[src/rtl/mem_stage_wb_if.sv]
// -----------------------------------------------------------------------------
// mem_stage_wb_if
//
// Purpose:
//   Data-memory request/acknowledge bus between the MIPS memory-access stage
//   and a variable-latency data memory.
//
// Signals:
//   dmem_req    stage -> memory  access request, held until dmem_ack
//   dmem_we     stage -> memory  1 = write, 0 = read
//   dmem_addr   stage -> memory  word address (low two bits always zero)
//   dmem_wdata  stage -> memory  store data
//   dmem_ack    memory -> stage  access complete; dmem_rdata valid same cycle
//   dmem_rdata  memory -> stage  load data
//
// Modports:
//   master  used by the memory stage
//   slave   used by the memory model / memory controller
// -----------------------------------------------------------------------------
interface mem_stage_wb_if;
    logic        dmem_req;
    logic        dmem_we;
    logic [31:0] dmem_addr;
    logic [31:0] dmem_wdata;
    logic        dmem_ack;
    logic [31:0] dmem_rdata;

    modport master (
        output dmem_req,
        output dmem_we,
        output dmem_addr,
        output dmem_wdata,
        input  dmem_ack,
        input  dmem_rdata
    );

    modport slave (
        input  dmem_req,
        input  dmem_we,
        input  dmem_addr,
        input  dmem_wdata,
        output dmem_ack,
        output dmem_rdata
    );
endinterface

[src/rtl/mem_stage_wb.sv]
// -----------------------------------------------------------------------------
// mem_stage_wb
//
// Purpose:
//   MIPS memory-access stage together with the MEM/WB pipeline register.
//   Takes the EX/MEM bundle, performs the data-memory access over a
//   req/ack handshake, freezes the upstream stages with 'stall' while the
//   access is outstanding and registers the write-back bundle.
//
// Parameters:
//   TIMEOUT  cycles to wait for dmem_ack before aborting (0 = wait forever)
//   CNT_W    width of the wait counter, 2**CNT_W must exceed TIMEOUT
//
// Ports:
//   clock        in   rising-edge clock
//   reset        in   synchronous active-high reset
//   WB           in   {RegWrite, MemtoReg} from EX/MEM
//   M            in   {Branch, MemRead, MemWrite} from EX/MEM (Branch unused)
//   ALUOut       in   ALU result / memory address
//   WriteDataIn  in   store data
//   RegRD        in   destination register
//   dmem         bus  data-memory handshake (mem_stage_wb_if.master)
//   stall        out  hold EX/MEM and all earlier stages this cycle
//   WBreg        out  registered WB control
//   ReadDataOut  out  registered load data
//   ALUreg       out  registered ALU result
//   RegRDreg     out  registered destination register
//   bus_err      out  one-cycle pulse on a timeout abort (or misaligned access)
//
// Optional build macro:
//   MEM_ALIGN_CHECK_EN  when defined, an access whose address is not word
//                       aligned is not issued; it is dropped with a bus_err
//                       pulse. When undefined, the low address bits are
//                       simply ignored.
// -----------------------------------------------------------------------------
module mem_stage_wb #(
    parameter int TIMEOUT = 16,
    parameter int CNT_W   = 5
) (
    input  logic                  clock,
    input  logic                  reset,
    input  logic [1:0]            WB,
    input  logic [2:0]            M,
    input  logic [31:0]           ALUOut,
    input  logic [31:0]           WriteDataIn,
    input  logic [4:0]            RegRD,
    mem_stage_wb_if.master        dmem,
    output logic                  stall,
    output logic [1:0]            WBreg,
    output logic [31:0]           ReadDataOut,
    output logic [31:0]           ALUreg,
    output logic [4:0]            RegRDreg,
    output logic                  bus_err
);

    typedef enum logic {
        S_IDLE,
        S_WAIT
    } state_t;

    localparam bit               TIMEOUT_EN  = (TIMEOUT != 0);
    localparam logic [CNT_W-1:0] TIMEOUT_CNT = CNT_W'(TIMEOUT);

    state_t           state;
    logic [CNT_W-1:0] wait_cnt;

    // Copy of the instruction being serviced while the memory is slow.
    logic [1:0]       hold_wb;
    logic             hold_we;
    logic [31:0]      hold_alu;
    logic [31:0]      hold_wdata;
    logic [4:0]       hold_rd;

    logic             access;
    logic             misaligned;
    logic             issue;
    logic             timeout_hit;

    logic             req_c;
    logic             we_c;
    logic [31:0]      addr_c;
    logic [31:0]      wdata_c;
    logic             stall_c;
    logic             bus_err_c;

    // Branch has already been resolved earlier in the pipe.
    logic             unused_branch;
    assign unused_branch = M[2];

    assign access = M[1] | M[0];

`ifdef MEM_ALIGN_CHECK_EN
    assign misaligned = (ALUOut[1:0] != 2'b00);
`else
    assign misaligned = 1'b0;
`endif

    assign issue       = access & ~misaligned;
    assign timeout_hit = TIMEOUT_EN && (wait_cnt == TIMEOUT_CNT);

    // Handshake, stall and error outputs. In IDLE the bus follows the
    // EX/MEM inputs directly so a fast memory can answer in the same cycle;
    // in WAIT it is driven from the holding registers so the address and
    // data stay stable no matter what upstream presents. Reset overrides
    // everything so an abandoned access is never re-requested.
    always_comb begin
        req_c     = 1'b0;
        we_c      = M[0];
        addr_c    = {ALUOut[31:2], 2'b00};
        wdata_c   = WriteDataIn;
        stall_c   = 1'b0;
        bus_err_c = 1'b0;
        case (state)
            S_IDLE: begin
                req_c     = issue;
                stall_c   = issue & ~dmem.dmem_ack;
                bus_err_c = access & misaligned;
            end
            S_WAIT: begin
                req_c     = 1'b1;
                we_c      = hold_we;
                addr_c    = {hold_alu[31:2], 2'b00};
                wdata_c   = hold_wdata;
                stall_c   = ~dmem.dmem_ack & ~timeout_hit;
                bus_err_c = ~dmem.dmem_ack & timeout_hit;
            end
            default: begin
                req_c = 1'b0;
            end
        endcase
        if (reset) begin
            req_c     = 1'b0;
            stall_c   = 1'b0;
            bus_err_c = 1'b0;
        end
    end

    assign dmem.dmem_req   = req_c;
    assign dmem.dmem_we    = we_c;
    assign dmem.dmem_addr  = addr_c;
    assign dmem.dmem_wdata = wdata_c;
    assign stall           = stall_c;
    assign bus_err         = bus_err_c;

    // Access FSM and MEM/WB register. A bubble only clears WBreg so that
    // no register write happens; the data fields keep their old values.
    // Stores never return data, so ReadDataOut is forced to zero for them.
    always_ff @(posedge clock) begin
        if (reset) begin
            state       <= S_IDLE;
            wait_cnt    <= '0;
            hold_wb     <= '0;
            hold_we     <= 1'b0;
            hold_alu    <= '0;
            hold_wdata  <= '0;
            hold_rd     <= '0;
            WBreg       <= '0;
            ReadDataOut <= '0;
            ALUreg      <= '0;
            RegRDreg    <= '0;
        end else begin
            case (state)
                S_IDLE: begin
                    if (issue) begin
                        if (dmem.dmem_ack) begin
                            WBreg       <= WB;
                            ReadDataOut <= M[0] ? 32'h0 : dmem.dmem_rdata;
                            ALUreg      <= ALUOut;
                            RegRDreg    <= RegRD;
                        end else begin
                            hold_wb    <= WB;
                            hold_we    <= M[0];
                            hold_alu   <= ALUOut;
                            hold_wdata <= WriteDataIn;
                            hold_rd    <= RegRD;
                            wait_cnt   <= CNT_W'(1);
                            state      <= S_WAIT;
                            WBreg      <= '0;
                        end
                    end else if (access) begin
                        WBreg <= '0;
                    end else begin
                        WBreg       <= WB;
                        ReadDataOut <= '0;
                        ALUreg      <= ALUOut;
                        RegRDreg    <= RegRD;
                    end
                end
                S_WAIT: begin
                    if (dmem.dmem_ack) begin
                        WBreg       <= hold_wb;
                        ReadDataOut <= hold_we ? 32'h0 : dmem.dmem_rdata;
                        ALUreg      <= hold_alu;
                        RegRDreg    <= hold_rd;
                        wait_cnt    <= '0;
                        state       <= S_IDLE;
                    end else if (timeout_hit) begin
                        WBreg    <= '0;
                        wait_cnt <= '0;
                        state    <= S_IDLE;
                    end else begin
                        WBreg    <= '0;
                        wait_cnt <= wait_cnt + CNT_W'(1);
                    end
                end
                default: begin
                    state <= S_IDLE;
                end
            endcase
        end
    end

endmodule

[src/flat_wrapper.sv]
// flat-port wrapper written by rule: the top's interface ports become plain ports
module mem_stage_wb_flat 
#(
    parameter int TIMEOUT = 16,
    parameter int CNT_W   = 5
)
  (clock, reset, WB, M, ALUOut, WriteDataIn, RegRD, stall, WBreg, ReadDataOut, ALUreg, RegRDreg, bus_err, dmem_dmem_req, dmem_dmem_we, dmem_dmem_addr, dmem_dmem_wdata, dmem_dmem_ack, dmem_dmem_rdata);
  mem_stage_wb_if dmem_i ();
  input  logic clock;
  input  logic reset;
  input  logic [1:0] WB;
  input  logic [2:0] M;
  input  logic [31:0] ALUOut;
  input  logic [31:0] WriteDataIn;
  input  logic [4:0] RegRD;
  output logic stall;
  output logic [1:0] WBreg;
  output logic [31:0] ReadDataOut;
  output logic [31:0] ALUreg;
  output logic [4:0] RegRDreg;
  output logic bus_err;
  output wire logic [$bits(dmem_i.dmem_req)-1:0] dmem_dmem_req;
  output wire logic [$bits(dmem_i.dmem_we)-1:0] dmem_dmem_we;
  output wire logic [$bits(dmem_i.dmem_addr)-1:0] dmem_dmem_addr;
  output wire logic [$bits(dmem_i.dmem_wdata)-1:0] dmem_dmem_wdata;
  input wire logic [$bits(dmem_i.dmem_ack)-1:0] dmem_dmem_ack;
  input wire logic [$bits(dmem_i.dmem_rdata)-1:0] dmem_dmem_rdata;
  assign dmem_dmem_req = dmem_i.dmem_req;
  assign dmem_dmem_we = dmem_i.dmem_we;
  assign dmem_dmem_addr = dmem_i.dmem_addr;
  assign dmem_dmem_wdata = dmem_i.dmem_wdata;
  assign dmem_i.dmem_ack = dmem_dmem_ack;
  assign dmem_i.dmem_rdata = dmem_dmem_rdata;
  mem_stage_wb #(.TIMEOUT(TIMEOUT), .CNT_W(CNT_W)) u_core (.clock(clock), .reset(reset), .WB(WB), .M(M), .ALUOut(ALUOut), .WriteDataIn(WriteDataIn), .RegRD(RegRD), .dmem(dmem_i), .stall(stall), .WBreg(WBreg), .ReadDataOut(ReadDataOut), .ALUreg(ALUreg), .RegRDreg(RegRDreg), .bus_err(bus_err));
endmodule
[config.mk]
export PLATFORM = sky130hd
export DESIGN_NAME = mem_stage_wb_flat
export DESIGN_NICKNAME = d
export VERILOG_FILES = /design/src/rtl/mem_stage_wb_if.sv /design/src/rtl/mem_stage_wb.sv /design/src/flat_wrapper.sv
export SDC_FILE = /design/constraint.sdc
export NUM_CORES = 1
export LEC_CHECK = 0
export BUFFER_PORTS_ARGS = -buffer_cell sky130_fd_sc_hd__buf_2
export CORE_MARGIN = 4
export CORE_UTILIZATION = 45
export CTS_BUF_LIST = sky130_fd_sc_hd__clkbuf_4 sky130_fd_sc_hd__clkbuf_8
export CTS_CLUSTER_SIZE = 25
export DETAILED_ROUTE_END_ITERATION = 8
export PLACE_DENSITY = 0.83
export RECOVER_POWER = 25
export SLEW_MARGIN = 20
export SYNTH_ARGS = -nofsm -noshare
export SYNTH_HDL_FRONTEND = slang
export SYNTH_SLANG_ARGS = --single-unit
export TNS_END_PERCENT = 20
[constraint.sdc]
create_clock -name clock -period 5.18 [get_ports clock]
set_clock_uncertainty 0.1 [all_clocks]
set_input_delay 1.036 -clock clock [delete_from_list [all_inputs] [get_ports clock]]
set_output_delay 1.036 -clock clock [all_outputs]
set_load 0.03 [all_outputs]
Word level (Yosys, flattened, before mapping) --
Index checks and enable logic that the tools add are counted.
Cells by class: bitwise operators 7, add/sub/neg operators 1, multiplexer cells 37, reductions and logical operators 3, equality and inequality tests 5
Operators by type and width (count):
- $mux W32 | 10
- $pmux W32 S2 | 2
- $mux W5 | 7
- $pmux W5 S2 | 2
- $mux W1 | 8
- $pmux W1 S2 | 4
- $mux W2 | 3
- $add A5 B1 Y5 const B | 1
- $eq A5 B5 Y1 const B | 1
- $ne A2 B2 Y1 const B | 2
- $pmux W2 S2 | 1
- $reduce_and A2 Y1 | 2
- $and A1 B1 Y1 | 3
- $ne A3 B3 Y1 const B | 1
- $not A1 Y1 | 3
- $reduce_and A3 Y1 | 1
- $ne A2 B1 Y1 const B | 1
- $or A1 B1 Y1 | 1
Word-level totals: input port bits 109, output and inout bits 139, bits in registers 149, word-level logic and storage cells 64

Longest topological paths before layout --
Gate-level depths: netlist (run 1).
word-level depth 5, depth in mapped cells 5, depth with buffers taken out 5

Least setup slack after synthesis (run 1) --
Ideal clock, no wire load.
path kind input to output, from input dmem_dmem_ack, to output stall, setup slack 2026 ps, path buffers 1, arrival 2018 ps, data required time 4044 ps, stages on the path 4, cells stage by stage buf_4 > nor2_2 > nand2_1 > a21oi_1
Between the ends: cells in the longest elaborated chain, start to end 4, elaborated cells between the ends (all ways) 5, classes of those cells 2 x mux; 3 x bitwise
RTL lines:
- start, declared | line flat_wrapper.sv:26 | input wire logic [$bits(dmem_i.dmem_ack)-1:0] dmem_dmem_ack;
- $not A1 Y1 (no line) *
- $and A1 B1 Y1, on equally long branches | line mem_stage_wb.sv:124, mem_stage_wb.sv:116
- $pmux W1 S2 * | line mem_stage_wb.sv:113 | case (state)
- $mux W1 * | line mem_stage_wb.sv:131 | if (reset) begin
- end, declared | line flat_wrapper.sv:16 | output logic stall;
Every way passes the cells marked *; elsewhere a longest branch is shown, timed or not.

Final worst setup path (run 1) --
from input dmem_dmem_ack, to output bus_err
Between the ends: cells in the longest elaborated chain, start to end 4
RTL lines:
- $not A1 Y1 (no line)
- $and A1 B1 Y1 | line mem_stage_wb.sv:125 | bus_err_c = ~dmem.dmem_ack & timeout_hit;
- $pmux W1 S2 | line mem_stage_wb.sv:113
- $mux W1 | line mem_stage_wb.sv:131
- end, declared | line flat_wrapper.sv:21 | output logic bus_err;
Every way passes these cells.

==> flow_metrics.py, run 1 <==
metrics = {
    "floorplanning": {
        "die-area_um2": 16200,
        "num_rows": 43,
        "die_x_um": 127,
        "io_pins": 248,
        "die_h_um": 127,
        "start_util_pct": 46.1,
        "core_um2": 13900,
    },
    "sta": {
        "worst_slew_pin_slew_ns": 1.50,
        "min_period_ns": 4.14,
        "finalSetupViolCount": 0,
        "fmax_mhz": 242,
        "tns_ns": 0,
        "period_share_pct": 79.9,
        "rsz0062_at_grt": "false",
        "maxSlewViolCount": 0,
        "max_slew_margin_pct": 0.0792,
        "holdWs_ns": 0.371,
        "hold_viol_final": 0,
    },
    "drt": {
        "viasPerCell": 5.51,
        "drc": 0,
        "first_iter_violations": 236,
        "totalWireLength_um": 18500,
        "vias": 6012,
        "dr.pass1.iters": 5,
        "wl_per_cell_um": 17.0,
        "ant_nets": 0,
    },
    "global_route": {
        "grt_max_degree": 73,
        "grt.total_usage_pct": 21.7,
        "grt_first_pass_wirelength_um": 28400,
        "antenna_found_initial": 0,
        "grt-ovfl-total": 0,
        "grt_pass1_vias": 5726,
    },
    "synth": {
        "synth_cells": 698,
        "synth_cell_types": 37,
        "synth_seq_area_share_pct": 46.4,
        "avgSynthCellArea_um2": 9.20,
        "syn_area_um2": 6420,
        "ys_warn_count": 0,
        "ys_ff_latch": 149,
    },
    "worst_hold_path": {
        "hold_class": "reg -> reg",
    },
    "final_layout": {
        "diodes": 0,
        "final_cell_mix": "buf_2, dfxtp_1, a21oi_1, nand3_1, clkbuf_1",
        "final_common_cell": "buf_2",
        "synthToLayoutAreaGrowth_pct": 22.9,
        "drive_gt1_share_pct": 31.6,
        "nets": 1009,
    },
    "run_status": {
        "status": "complete, but fails checks",
        "failed_checks": "max-capacitance violations",
    },
    "clock_tree": {
        "cts-root-buf": "clkbuf_8",
        "htreeDepth": 4,
        "cts_max_path_buffers": 2,
        "cts_buffers": 17,
        "postCtsSetupRepairBufs": 0,
        "cts_tree": "yes",
        "ctsResizeCount": 0,
        "clock-sinks": 149,
        "cts_hold_buffers": 0,
        "cts.clk_slew.worst_paths_ns": 0.08,
        "clock_latency_ns": 0.45,
    },
    "power": {
        "ir_drop_mv": 0.203,
        "power.density_nw_per_um2": 340,
        "total_power_mw": 2.69,
        "leakagePower_nw": 3.23,
    },
    "placed_design": {
        "hpwl_um": 12000,
        "place_congestion": 0.774,
        "numPortBuffers": 244,
    },
    "setup_path": {
        "crit_type": "in -> out",
        "worstPathArrival_ns": 3.00,
        "critPathRequiredTime_ns": 4.04,
        "critPathCaptureType": "primary output",
        "worstPathCellList": "clkbuf_1 -> buf_4 -> nand2b_1 -> nor3_1 -> buf_2",
        "crit_fanout": 28,
        "critPathSlowestCell": "clkbuf_1",
        "slowest_delay_ns": 1.06,
        "start_kind": "primary input",
    },
    "flow_run": {
        "maxCapViolCount": 1,
    },
}
-- Yosys cell counts, drive strengths merged --
library cell  count  area share [%]
dfxtp           149              46
a21oi            79             6.3
nand3            78             6.1
o21ai            72             5.6
buf              40             4.0
nor3             40             3.2
a211oi           37             4.3
mux2i            37             5.8
clkbuf           34             2.0
inv              33             1.9
mux2             33             5.8
a22o             32             4.9
nand3b            6            0.70
nand2b            4            0.39
a31oi             3            0.29
nand2             3            0.18
nor2              3            0.21
or2               3            0.29
ha                2            0.39
nor2b             2            0.19
a311oi            1            0.14
a41oi             1            0.14
conb              1           0.058
nand4b            1            0.14
nand4bb           1            0.18
o21bai            1            0.12
or3               1           0.097
or3b              1            0.18
-- worst paths after layout --
path | start | endpoint | slack (ns) | cells past startpoint
hold reg to reg | u_core.hold_wb[1] | u_core.WBreg[1] | 0.37 | 2
hold / removal | u_core.hold_wb[1] | u_core.WBreg[1] | 0.37 | 2
setup reg to reg | u_core.state | u_core.ALUreg[14] | 2.45 | 4
setup / recovery | dmem_dmem_ack | bus_err | 1.04 | 5
-- cells by family (layout without fill, tap and decap cells) --
group | after synthesis | in the layout | share of synthesized area [%]
AO/OA/AOI/OAI | 226 | 226 | 21.8
flip-flops | 149 | 149 | 46.4
AND/OR/NAND/NOR | 143 | 143 | 11.8
buffers and inverters | 107 | 319 | 7.91
multiplexers | 70 | 70 | 11.6
adder cells (fa/ha/maj) | 2 | 2 | 0.390
other | 1 | 2 | 0.0584
-- flip-flops by register name (all words and copies together), names as in the netlist, 5 cells and up --
register / flops
u_core.hold_alu: 32
u_core.hold_rd: 5
u_core.RegRDreg: 5
u_core.ReadDataOut: 32
u_core.ALUreg: 32
u_core.wait_cnt: 5
u_core.hold_wdata: 32
-- per-stage QoR --
step	worst slack (ns)	instances	utilization (%)	instance area, µm²
2_1_floorplan	2.03	699	-	6430
3_3_place_gp	1.63	1059	54.5	7590
3_5_place_dp	1.59	1059	54.5	7590
4_1_cts	1.48	1091	57.2	7980
5_1_grt	0.865	1091	56.6	7890
6_report	1.04	1091	56.6	7890
-- critical path: cells and delay by family --
| kind | cells | cell delay (ns) |
|---|---|---|
| buf+inv | 3 | 1.74 |
| simple gates | 2 | 0.21 |
-- layout make-up --
cell class                      instances  area [µm²]
Inverter                               33         124
Timing Repair Buffer                  254        1220
Clock buffer                           19         262
Clock inverter                         13         121
Multi-Input combinational cell        443        2960
Tap cell                              180         225
Sequential cell                       149        2990
Fill cell                            1313        6040
-- metal layers --
metal | part of all wire [%] | routed length (µm) | vias to the layer above | global-route usage (%)
met5 | 0 | 0 | - | 0
met4 | 1.5 | 276 | 0 | 7.07
met3 | 9.7 | 1800 | 19 | 7.78
met2 | 49 | 9050 | 244 | 37.7
met1 | 40 | 7400 | 2822 | 24.6
li1 | - | - | 2927 | -
-- power by group --
group / internal (mW) / leakage [nW] / switching [mW]
logic: 0.180 / 1.82 / 0.375
registers: 1.21 / 1.22 / 0.0473
clock network: 0.410 / 0.193 / 0.459
No activity file was read; power rests on OpenSTA's default activity.
==> inputs of run 2 (changes only) <==
PLACE_DENSITY = 0.85   (was 0.83)
clock period = 3.7 ns   (was 5.18 ns; I/O delays follow)
==> flow_metrics.py, run 2 (same netlist as run 1, synthesis figures left out) <==
metrics = {
    "final_layout": {
        "diodes": 0,
        "nets": 1009,
        "drive_gt1_share_pct": 31.4,
        "synthToLayoutAreaGrowth_pct": 23.3,
        "final_common_cell": "buf_2",
        "final_cell_mix": "buf_2, dfxtp_1, a21oi_1, nand3_1, clkbuf_1",
        "stdcell_area_um2": 7920,
    },
    "floorplanning": {
        "die_h_um": 127,
        "start_util_pct": 46.1,
        "die-area_um2": 16200,
        "die_x_um": 127,
        "core_um2": 13900,
        "io_pins": 248,
        "num_rows": 43,
    },
    "setup_path": {
        "crit_type": "reg -> out",
        "worstPathArrival_ns": 2.31,
        "rr_worst_depth": 5,
        "crit_fanout": 32,
        "r2r_end": "u_core.hold_wdata[25]",
        "rr_startpoint": "u_core.state",
        "start_kind": "flip-flop",
        "r2r_slack_ns": 0.99,
        "critPathRequiredTime_ns": 2.86,
        "critPathCaptureType": "primary output",
    },
    "power": {
        "p_clk_share_pct": 32.6,
        "leakagePower_nw": 3.23,
        "p_sw_share_pct": 31.8,
        "p_int_mw": 2.58,
        "power.density_nw_per_um2": 477,
        "combPwrFrac_pct": 20.8,
        "seqPwrFrac_pct": 46.6,
        "ir_drop_mv": 0.254,
        "power.switching_mw": 1.20,
    },
    "sta": {
        "finalSetupViolCount": 0,
        "rsz0062_at_grt": "false",
        "period_share_pct": 85.2,
        "max_slew_margin_pct": 2.98,
        "fmax_mhz": 317,
        "fin_ws_ns": 0.549,
        "maxSlewViolCount": 0,
        "tns_ns": 0,
        "hold_viol_final": 0,
        "min_period_ns": 3.15,
        "holdWs_ns": 0.376,
        "worst_slew_pin_slew_ns": 1.46,
    },
    "drt": {
        "first_iter_violations": 408,
        "drc": 0,
        "dr.pass1.iters": 5,
        "vias": 6085,
        "totalWireLength_um": 18400,
        "wl_per_cell_um": 16.9,
        "ant_nets": 0,
        "viasPerCell": 5.58,
    },
    "clock_tree": {
        "cts_buffers": 17,
        "htreeDepth": 4,
        "ctsResizeCount": 0,
        "cts_hold_buffers": 0,
        "clock-sinks": 149,
        "clock_latency_ns": 0.44,
        "postCtsSetupRepairBufs": 0,
        "cts-root-buf": "clkbuf_8",
        "cts_tree": "yes",
        "cts_max_path_buffers": 2,
        "cts.clk_slew.worst_paths_ns": 0.07,
    },
    "global_route": {
        "antenna_found_initial": 0,
        "grt_first_pass_wirelength_um": 28700,
        "grt_max_degree": 73,
        "grt-ovfl-total": 0,
        "grt_pass1_vias": 5620,
        "grt.total_usage_pct": 21.8,
    },
    "worst_hold_path": {
        "hold_end": "u_core.hold_alu[8]",
        "min-delay-start": "u_core.hold_alu[8]",
        "hold_class": "reg -> reg",
        "hold_depth": 2,
    },
    "placed_design": {
        "dpl-instance-area_um2": 7620,
        "numPortBuffers": 244,
        "place_congestion": 0.767,
        "dp_slack_ns": 0.925,
        "hpwl_um": 12100,
    },
    "flow_run": {
        "maxCapViolCount": 0,
    },
    "run_status": {
        "status": "finished clean",
    },
}
==> run 2: changes by cell type in the layout (fill, tap and decap cells not counted), moves of 2 or more <==
cell / previous run / this run
inv_6: 4 / 2
clkbuf_4: 0 / 3
buf_4: 11 / 8
clkbuf_8: 19 / 17
buf_2: 177 / 174
clkbuf_1: 66 / 69
buf_12: 0 / 2
==> run 2: final cells by class <==
class / instances / area [µm²]
multi-input cells: 443 / 2960
fillers: 1277 / 6020
clock inverters: 12 / 130
well taps: 180 / 225
inverters: 33 / 124
flip-flops and latches: 149 / 2990
clock buffers: 20 / 256
repair buffers: 254 / 1230
==> run 2: how the worst max path moves through the flow <==
| stage | to | from | cells past startpoint | slack, ns |
|---|---|---|---|---|
| 6_report | stall | u_core.state | 4 | 0.55 |
| 3_3_place_gp | stall | dmem_dmem_ack | 5 | 0.94 |
| 3_5_place_dp | stall | dmem_dmem_ack | 5 | 0.93 |
| 5_1_grt | stall | u_core.state | 4 | 0.36 |
| 4_1_cts | stall | u_core.state | 4 | 0.48 |
| 2_1_floorplan | stall | dmem_dmem_ack | 4 | 1.14 |
==> run 2: metal layers <==
metal	up-vias	wire (µm)	track usage [%]
li1	2924	-	-
met1	2882	7330	25.4
met2	257	9020	37.7
met3	22	1880	8.03
met4	0	211	6.12
met5	-	0	0
==> run 2: metrics by stage <==
step	instances	util, %	total power, mW
floorplan	699	-	2.35
global placement	1059	54.7	2.58
detailed placement	1059	54.7	2.60
CTS	1091	57.4	3.83
global route	1091	56.8	3.95
finish	1091	56.8	3.78
==> run 2: critical path, stage by stage (launching register included) <==
cell	delay [ns]
dfxtp_4	0.73
nor2b_1	0.59
nand2_1	0.15
a21oi_1	0.16
buf_2	0.23
==> run 2: power groups by stage <==
stage	registers [mW]	clock network, mW	logic (mW)
floorplan	1.87	0	0.473
global placement	1.79	0	0.791
detailed placement	1.80	0	0.801
CTS	1.76	1.26	0.804
global route	1.77	1.34	0.846
finish	1.76	1.23	0.786
==> inputs of run 3 (changes only) <==
PLACE_DENSITY = unset   (was 0.85)
PLACE_DENSITY_LB_ADDON = 0.25   (was unset)
TNS_END_PERCENT = 1   (was 20)
==> flow_metrics.py, run 3 (same netlist as run 1, synthesis figures left out) <==
metrics = {
    "run_status": {
        "status": "finished clean",
    },
    "clock_tree": {
        "ctsResizeCount": 0,
        "htreeDepth": 4,
        "cts_tree": "yes",
        "cts_max_path_buffers": 2,
        "cts_hold_buffers": 0,
        "postCtsSetupRepairBufs": 0,
        "cts.clk_slew.worst_paths_ns": 0.08,
        "clock_latency_ns": 0.43,
        "cts_buffers": 17,
        "cts-root-buf": "clkbuf_8",
        "clock-sinks": 149,
    },
    "sta": {
        "maxSlewViolCount": 0,
        "min_period_ns": 3.21,
        "period_share_pct": 86.7,
        "hold_viol_final": 0,
        "tns_ns": 0,
        "worst_slew_pin_slew_ns": 1.01,
        "finalSetupViolCount": 0,
        "fin_ws_ns": 0.492,
        "fmax_mhz": 312,
        "rsz0062_at_grt": "false",
        "max_slew_margin_pct": 32.4,
        "holdWs_ns": 0.375,
    },
    "placed_design": {
        "dpl.cell_count": 1062,
        "dpl-instance-area_um2": 7670,
        "dp_slack_ns": 1.04,
        "numPortBuffers": 244,
        "place_congestion": 0.760,
        "hpwl_um": 11800,
    },
    "setup_path": {
        "critPathCaptureType": "primary output",
        "rr_startpoint": "u_core.state",
        "critPathBufInv": 2,
        "worstPathCellList": "nor2b_1 -> clkbuf_1 -> nand2_1 -> a21oi_1 -> buf_2",
        "worstPathArrival_ns": 2.37,
        "crit_fanout": 44,
        "crit_type": "reg -> out",
        "r2r_slack_ns": 1.08,
        "start_kind": "flip-flop",
        "rr_worst_depth": 5,
        "timing.critical_path.max_delay_family": "flip-flops",
        "slowest_delay_ns": 0.85,
        "critPathSlowestCell": "dfxtp_4",
        "critPathRequiredTime_ns": 2.86,
        "path_depth": 5,
        "r2r_end": "u_core.hold_wdata[29]",
    },
    "power": {
        "total_power_mw": 3.89,
        "seqPwrFrac_pct": 45.4,
        "combPwrFrac_pct": 20.3,
        "power.density_nw_per_um2": 485,
        "p_sw_share_pct": 30.2,
        "power.switching_mw": 1.17,
        "p_int_mw": 2.71,
        "leakagePower_nw": 3.29,
        "p_clk_share_pct": 34.4,
        "ir_drop_mv": 0.225,
    },
    "floorplanning": {
        "start_util_pct": 46.1,
        "io_pins": 248,
        "die_h_um": 127,
        "num_rows": 43,
        "core_um2": 13900,
        "die-area_um2": 16200,
        "die_x_um": 127,
    },
    "global_route": {
        "antenna_found_initial": 0,
        "grt_max_degree": 95,
        "grt.met2_usage_pct": 34.5,
        "grt_util_met3_pct": 5.48,
        "grt-ovfl-total": 0,
        "grt_pass1_vias": 5449,
        "use_met1_pct": 28.4,
        "busiest_layer": "met2",
        "grt_first_pass_wirelength_um": 28400,
        "grt.total_usage_pct": 21.3,
    },
    "drt": {
        "totalWireLength_um": 18200,
        "first_iter_violations": 366,
        "viasPerCell": 5.38,
        "ant_nets": 0,
        "vias": 5891,
        "drc": 0,
        "wl_per_cell_um": 16.6,
        "dr.pass1.iters": 5,
    },
    "flow_run": {
        "maxCapViolCount": 0,
    },
    "final_layout": {
        "diodes": 0,
        "drive_gt1_share_pct": 31.7,
        "synthToLayoutAreaGrowth_pct": 24.7,
        "stdcell_area_um2": 8010,
        "fin_util_pct": 57.5,
        "final_cell_mix": "buf_2, dfxtp_1, a21oi_1, nand3_1, clkbuf_1",
        "nets": 1012,
        "layout.cells.non_filler": 1094,
        "fill_cells": 1351,
        "final_common_cell": "buf_2",
    },
    "worst_hold_path": {
        "hold_end": "u_core.hold_wdata[30]",
        "min-delay-start": "u_core.hold_wdata[30]",
        "hold_class": "reg -> reg",
        "hold_depth": 2,
    },
}
==> run 3: changes by cell type in the layout (fill, tap and decap cells not counted), moves of 2 or more <==
cell / previous run / this run
clkbuf_8: 17 / 21
clkinvlp_4: 2 / 0
clkbuf_1: 69 / 67
buf_12: 2 / 4
buf_2: 174 / 177
inv_6: 2 / 0
==> run 3: cell type report <==
class	count	area, µm²	share of cell area [%]
multi-input cells	443	2960	37.0
inverters	33	124	1.55
flip-flops and latches	149	2990	37.3
clock inverters	9	124	1.55
repair buffers	257	1280	16.0
well taps	180	225	2.81
clock buffers	23	304	3.80
==> run 3: routing by layer <==
layer  up-vias  routed length, µm
met5         -                  0
met4         0                144
met3        11               1350
met2       195               8560
met1      2748               8110
li1       2937                  -
==> run 3: how the worst max path moves through the flow <==
stage | startpoint | end
5_1_grt | u_core.state | stall
2_1_floorplan | dmem_dmem_ack | stall
3_3_place_gp | M[0] | u_core.ALUreg[4]
3_5_place_dp | M[0] | u_core.ALUreg[31]
4_1_cts | u_core.state | dmem_dmem_addr[27]
6_report | u_core.state | stall
==> run 3: worst reg2reg max path, cell delays in order, from the launching register on <==
cell	delay, ns
dfxtp_4	0.85
buf_12	0.39
or2_2	0.52
buf_4	0.38
o21ai_0	0.13
a21oi_1	0.17
==> run 3: power by group through the flow <==
stage | logic (mW) | registers (mW) | clock network, mW
final | 0.787 | 1.76 | 1.34
after CTS | 0.807 | 1.76 | 1.37
after global placement | 0.801 | 1.79 | 0
after global routing | 0.850 | 1.77 | 1.45
after floorplan | 0.473 | 1.87 | 0
after detailed placement | 0.806 | 1.80 | 0
